==> src/rtl/r_type_encoder_pkg.sv <==
// Shared RV32I OP-class encoding constants, the R-type operation enum and the
// kind -> {illegal, funct7, funct3} lookup used by both encoder and decoder checks.
package r_type_encoder_pkg;

  typedef enum logic [3:0] {
    RAK_ADD  = 4'd0,
    RAK_SUB  = 4'd1,
    RAK_SLL  = 4'd2,
    RAK_SLT  = 4'd3,
    RAK_SLTU = 4'd4,
    RAK_XOR  = 4'd5,
    RAK_SRL  = 4'd6,
    RAK_SRA  = 4'd7,
    RAK_OR   = 4'd8,
    RAK_AND  = 4'd9
  } reg_arith_kind_t;

  typedef struct packed {
    logic       illegal;
    logic [6:0] funct7;
    logic [2:0] funct3;
  } rak_funct_t;

  localparam logic [6:0] OPCODE_OP   = 7'b0110011;
  localparam logic [6:0] FUNCT7_BASE = 7'b0000000;
  localparam logic [6:0] FUNCT7_ALT  = 7'b0100000;

  // FIFO entry is {illegal, instr}
  localparam int FIFO_WIDTH = 33;

  function automatic rak_funct_t rak_to_funct(input reg_arith_kind_t kind);
    rak_funct_t r;
    r.illegal = 1'b0;
    r.funct7  = FUNCT7_BASE;
    r.funct3  = 3'b000;
    case (kind)
      RAK_ADD:  r.funct3 = 3'b000;
      RAK_SUB:  begin r.funct3 = 3'b000; r.funct7 = FUNCT7_ALT; end
      RAK_SLL:  r.funct3 = 3'b001;
      RAK_SLT:  r.funct3 = 3'b010;
      RAK_SLTU: r.funct3 = 3'b011;
      RAK_XOR:  r.funct3 = 3'b100;
      RAK_SRL:  r.funct3 = 3'b101;
      RAK_SRA:  begin r.funct3 = 3'b101; r.funct7 = FUNCT7_ALT; end
      RAK_OR:   r.funct3 = 3'b110;
      RAK_AND:  r.funct3 = 3'b111;
      default:  r.illegal = 1'b1;
    endcase
    return r;
  endfunction

endpackage

==> src/rtl/r_type_encoder_sync_fifo.sv <==
// Single-clock FIFO with power-of-two depth; owns pointers and occupancy.
// Read data is forced to zero while empty so consumers never see stale entries.
module r_type_encoder_sync_fifo #(
  parameter int WIDTH = 33,
  parameter int DEPTH = 4
) (
  input  logic                     clk,
  input  logic                     rst,
  input  logic                     i_push,
  input  logic [WIDTH-1:0]         i_wdata,
  input  logic                     i_pop,
  output logic [WIDTH-1:0]         o_rdata,
  output logic                     o_full,
  output logic                     o_empty,
  output logic [$clog2(DEPTH):0]   o_count
);

  localparam int AW = $clog2(DEPTH);
  localparam logic [AW:0] FULL_CNT = (AW+1)'(DEPTH);

  logic [WIDTH-1:0] r_mem [DEPTH];
  logic [AW-1:0]    r_wr_ptr;
  logic [AW-1:0]    r_rd_ptr;
  logic [AW:0]      r_count;
  logic             w_push;
  logic             w_pop;

  assign o_full  = (r_count == FULL_CNT);
  assign o_empty = (r_count == '0);
  assign o_count = r_count;
  // Requests against a full/empty FIFO are ignored here, not upstream.
  assign w_push  = i_push && !o_full;
  assign w_pop   = i_pop && !o_empty;
  assign o_rdata = o_empty ? '0 : r_mem[r_rd_ptr];

  always_ff @(posedge clk) begin
    if (w_push) r_mem[r_wr_ptr] <= i_wdata;
  end

  always_ff @(posedge clk) begin
    if (rst) begin
      r_wr_ptr <= '0;
      r_rd_ptr <= '0;
      r_count  <= '0;
    end else begin
      if (w_push) r_wr_ptr <= r_wr_ptr + AW'(1);
      if (w_pop)  r_rd_ptr <= r_rd_ptr + AW'(1);
      case ({w_push, w_pop})
        2'b10:   r_count <= r_count + (AW+1)'(1);
        2'b01:   r_count <= r_count - (AW+1)'(1);
        default: r_count <= r_count;
      endcase
    end
  end

endmodule

==> src/rtl/r_type_encoder.sv <==
// Assembles RV32I OP-class words from an operation kind plus register indices and
// queues them, with an illegal flag, behind valid/ready handshakes on both sides.
module r_type_encoder
  import r_type_encoder_pkg::*;
#(
  parameter int DEPTH = 4
) (
  input  logic                   clk,
  input  logic                   rst,
  input  logic                   in_valid,
  output logic                   in_ready,
  input  reg_arith_kind_t        in_kind,
  input  logic [4:0]             in_rd,
  input  logic [4:0]             in_rs1,
  input  logic [4:0]             in_rs2,
  output logic                   out_valid,
  input  logic                   out_ready,
  output logic [31:0]            out_instr,
  output logic                   out_illegal,
  output logic [$clog2(DEPTH):0] occupancy,
  output logic [31:0]            retired_cnt
);

  // Handshakes: a transfer happens on a rising edge where valid && ready; the
  // producer holds its payload until then, and ready never depends on valid.
  rak_funct_t            w_funct;
  logic [31:0]           w_word;
  logic [FIFO_WIDTH-1:0] w_rdata;
  logic                  w_full;
  logic                  w_empty;
  logic [31:0]           r_retired;

  assign w_funct = rak_to_funct(in_kind);
  assign w_word  = w_funct.illegal ? 32'h0000_0000
                 : {w_funct.funct7, in_rs2, in_rs1, w_funct.funct3, in_rd, OPCODE_OP};

  r_type_encoder_sync_fifo #(
    .WIDTH (FIFO_WIDTH),
    .DEPTH (DEPTH)
  ) u_fifo (
    .clk     (clk),
    .rst     (rst),
    .i_push  (in_valid),
    .i_wdata ({w_funct.illegal, w_word}),
    .i_pop   (out_ready),
    .o_rdata (w_rdata),
    .o_full  (w_full),
    .o_empty (w_empty),
    .o_count (occupancy)
  );

  assign in_ready    = !w_full;
  assign out_valid   = !w_empty;
  assign out_illegal = w_rdata[32];
  assign out_instr   = w_rdata[31:0];
  assign retired_cnt = r_retired;

  always_ff @(posedge clk) begin
    if (rst) begin
      r_retired <= '0;
    end else if (out_valid && out_ready) begin
      r_retired <= r_retired + 32'd1;
    end
  end

endmodule
==> config.mk <==
export PLATFORM = sky130hd
export DESIGN_NAME = r_type_encoder
export DESIGN_NICKNAME = d
export VERILOG_FILES = /design/src/rtl/r_type_encoder_pkg.sv /design/src/rtl/r_type_encoder_sync_fifo.sv /design/src/rtl/r_type_encoder.sv
export SDC_FILE = /design/constraint.sdc
export NUM_CORES = 1
export LEC_CHECK = 0
export BUFFER_PORTS_ARGS = -buffer_cell sky130_fd_sc_hd__buf_2
export CORE_AREA = 10 10 223 162
export DETAILED_ROUTE_END_ITERATION = 6
export DIE_AREA = 0 0 233 172
export SETUP_SLACK_MARGIN = 0.02
export SYNTH_ARGS = -nofsm -noshare
export SYNTH_HDL_FRONTEND = slang
export SYNTH_HIERARCHICAL = 1
export SYNTH_SLANG_ARGS = --single-unit
==> constraint.sdc <==
create_clock -name clk -period 2.6 [get_ports clk]
set_input_delay 0.52 -clock clk [delete_from_list [all_inputs] [get_ports clk]]
set_output_delay 0.52 -clock clk [all_outputs]
set_load 0.005 [all_outputs]
==> impl_metrics.tcl <==
set metrics [dict create \
    outcome "finished clean" \
    cts_sinks 173 \
    clock.fmax_mhz 407.7 \
    async_flop_share 0 \
    cp.depth 4 \
    pin_count 93 \
    cts_root_buffer "clkbuf_16" \
    worst_pin_slew_ns 0.6038 \
    end_kind "output pin" \
    coreArea_sq_mm 0.03179 \
    r2r_start "u_fifo/o_count[2]$_SDFFE_PP0P_" \
    worstPathCellList "buf_12 > mux4_2 > nor2b_1 > buf_2" \
    crit_buf_inv 2 \
    portBuffers 92 \
    hold-path-endpoint "u_fifo/r_mem[3][16]$_DFFE_PP_" \
    leakagePower_nw 3.154 \
    power.density_mw_per_mm2 859.4 \
    ys.flop_type "edfxtp_1" \
    fp.dieH_um 172 \
    dp_cells 1018 \
    cts_buffer_depth 2 \
    p_total_w 0.007696 \
    crit_path_max_fanout 33 \
    cts_buffers 17 \
    vdd_drop_max_mv 0.3943 \
    yosysWarnings 6 \
    dpl.hpwl_mm 10.84 \
    synth_top_area_frac 0.5499 \
    die_w_um 233 \
    path_class "flip-flop to output pin" \
    vias 4208 \
    routed_wl_mm 16.69 \
    die_area_sq_mm 0.04008 \
    min_from "in_rs1[1]" \
    cts_hold_buf 0 \
    r2r_cells 9 \
    clk_pin_slew_ns 0.07 \
    max_slew_margin 0.5975 \
    r2r_slack_ns 0.23 \
    fp-row-count 55 \
    slew_violations 0 \
    clk_latency_ns 0.42 \
    syn_area_sq_mm 0.007208 \
    grt_max_degree 38 \
    startpoint_type "flip-flop" \
    synth_edf_count 132 \
    vias_per_cell 4.008 \
    synth.most_common_cell "edfxtp_1" \
    layout.nets 640 \
    antenna_found_initial 2 \
    area_delta_synth_final_pct 24.23 \
    place_congestion 0.7611 \
    synth-seq-area-share 0.6638 \
    grt_pass1_wl_mm 25.59 \
    rsz0062_at_grt "false" \
    grt_overflow_total 0 \
    first_pass_iters 4 \
    arrival_ns 1.93 \
    syn_area_per_cell_sq_um 15.14 \
    synth-seq-cells 173 \
    cts_tree "built" \
    initial_core_util 0.2267 \
    drt_iter0_drc 261 \
    ant_nets 0 \
    cp_slowest_cell "mux4_2" \
    diodes 0 \
    cts_setup_buffers 0 \
    synth_cell_types 41 \
    first_global_vias 4206 \
    routedWlPerCell_um 15.90 \
    critPathRequiredTime_ns 2.08 \
    synthTopCellsByArea "edfxtp_1 55%, dfxtp_1 11%, mux4_2 10%" \
    hold_path_class "primary input to flip-flop" \
    critPathTopFamily "multiplexers" \
    finalSetupTns_ns 0 \
    setup_viol 0 \
    critPathMaxStageDelay_ns 0.59 \
    reg2reg_to "u_fifo/o_count[2]$_SDFFE_PP0P_" \
    synthCells 476 \
    final_layout_size_suffix_gt1_frac 0.2873 \
    synth.top_cells.by_count "132 x edfxtp_1, 41 x dfxtp_1, 34 x nor2b_1" \
    finalClockSkew_ns 0.01795 \
    cap_violations 0 \
    min_period_ns 2.453 \
    cts-resized-gates 0 \
    synth_area_leader_cell "edfxtp_1" \
    min_period_over_period 0.9433 \
    hold_viol 0 \
    track_usage 0.08421 \
    hold_depth 2 \
    fin_cells 1050 \
    drc_errors 0 \
    htreeDepth 4 \
]
## power by group
group          switching (W)  internal [W]  leakage, nW
Sequential         0.0000929       0.00323         1.55
Clock                0.00113       0.00137        0.289
Combinational       0.000974      0.000896         1.31
## sequential cells by signal, summed over array words and instances, names as in the netlist, named ones only
register / cells
retired_cnt: 32
u_fifo/r_rd_ptr: 2
u_fifo/o_count: 3
u_fifo/r_mem: 132
u_fifo/r_wr_ptr: 2
## worst max path at each step
stage                              startpoint                             end  slack [ns]
2_1_floorplan  u_fifo/o_count[0]$_SDFFE_PP0P_    retired_cnt[22]$_SDFFE_PP0P_        0.30
3_3_place_gp   u_fifo/o_count[2]$_SDFFE_PP0P_  u_fifo/o_count[2]$_SDFFE_PP0P_        0.31
3_5_place_dp                        out_ready    retired_cnt[22]$_SDFFE_PP0P_        0.22
4_1_cts                             flip-flop                    out_instr[6]        0.09
5_1_grt        u_fifo/o_count[2]$_SDFFE_PP0P_  u_fifo/o_count[2]$_SDFFE_PP0P_        0.02
6_report                            flip-flop                   out_instr[29]        0.15
## layout make-up
class | instances | area, sq um
sequential | 173 | 4787
clock inverter | 11 | 97.59
clock buffer | 21 | 483.0
inverter | 16 | 60.06
multi-input combinational | 299 | 2375
tap | 427 | 534.3
timing repair buffer | 103 | 618.1
fill | 3243 | 22840
## stage by stage
step	hold slack (ns)	util	area, sq um	setup WS [ns]
6_report	0.4515	0.2817	8955	0.1473
5_1_grt	0.4247	0.2817	8955	0.02387
4_1_cts	0.4229	0.2817	8955	0.09164
3_5_place_dp	0.4703	0.2634	8374	0.2209
3_3_place_gp	0.4580	0.2634	8374	0.3054
2_1_floorplan	0.4591	-	7340	0.2972
## layout by cell type, fill, tap and decap left out, drive strengths merged, types with 12 or more instances in the layout
| master | instances |
|---|---|
| a21oi | 25 |
| and2 | 20 |
| buf | 103 |
| clkbuf | 21 |
| conb | 36 |
| dfxtp | 41 |
| edfxtp | 132 |
| inv | 23 |
| mux4 | 33 |
| nand2 | 12 |
| nor2 | 20 |
| nor2b | 34 |
| o21ai | 14 |
| o31ai | 14 |
| or3 | 12 |
| or4 | 15 |
## kinds of logic after synthesis
family	count (synthesis)	share of synthesized area
compound gates	54	0.04253
flops	173	0.6638
simple gates	151	0.1279
xor+xnor	14	0.01701
fa+ha+maj	8	0.01458
buf+inv	39	0.02621
mux	36	0.1074
other cells	1	0.0005202
## routing by layer
| layer | share of wire | routed length [um] | GRT usage |
|---|---|---|---|
| met5 | 0 | 0 | 0 |
| met4 | 0.015 | 249 | 0.03069 |
| met3 | 0.037 | 621 | 0.02145 |
| met2 | 0.47 | 7775 | 0.1286 |
| met1 | 0.48 | 8043 | 0.1132 |
Note: power is estimated with default switching activity, not from simulation.
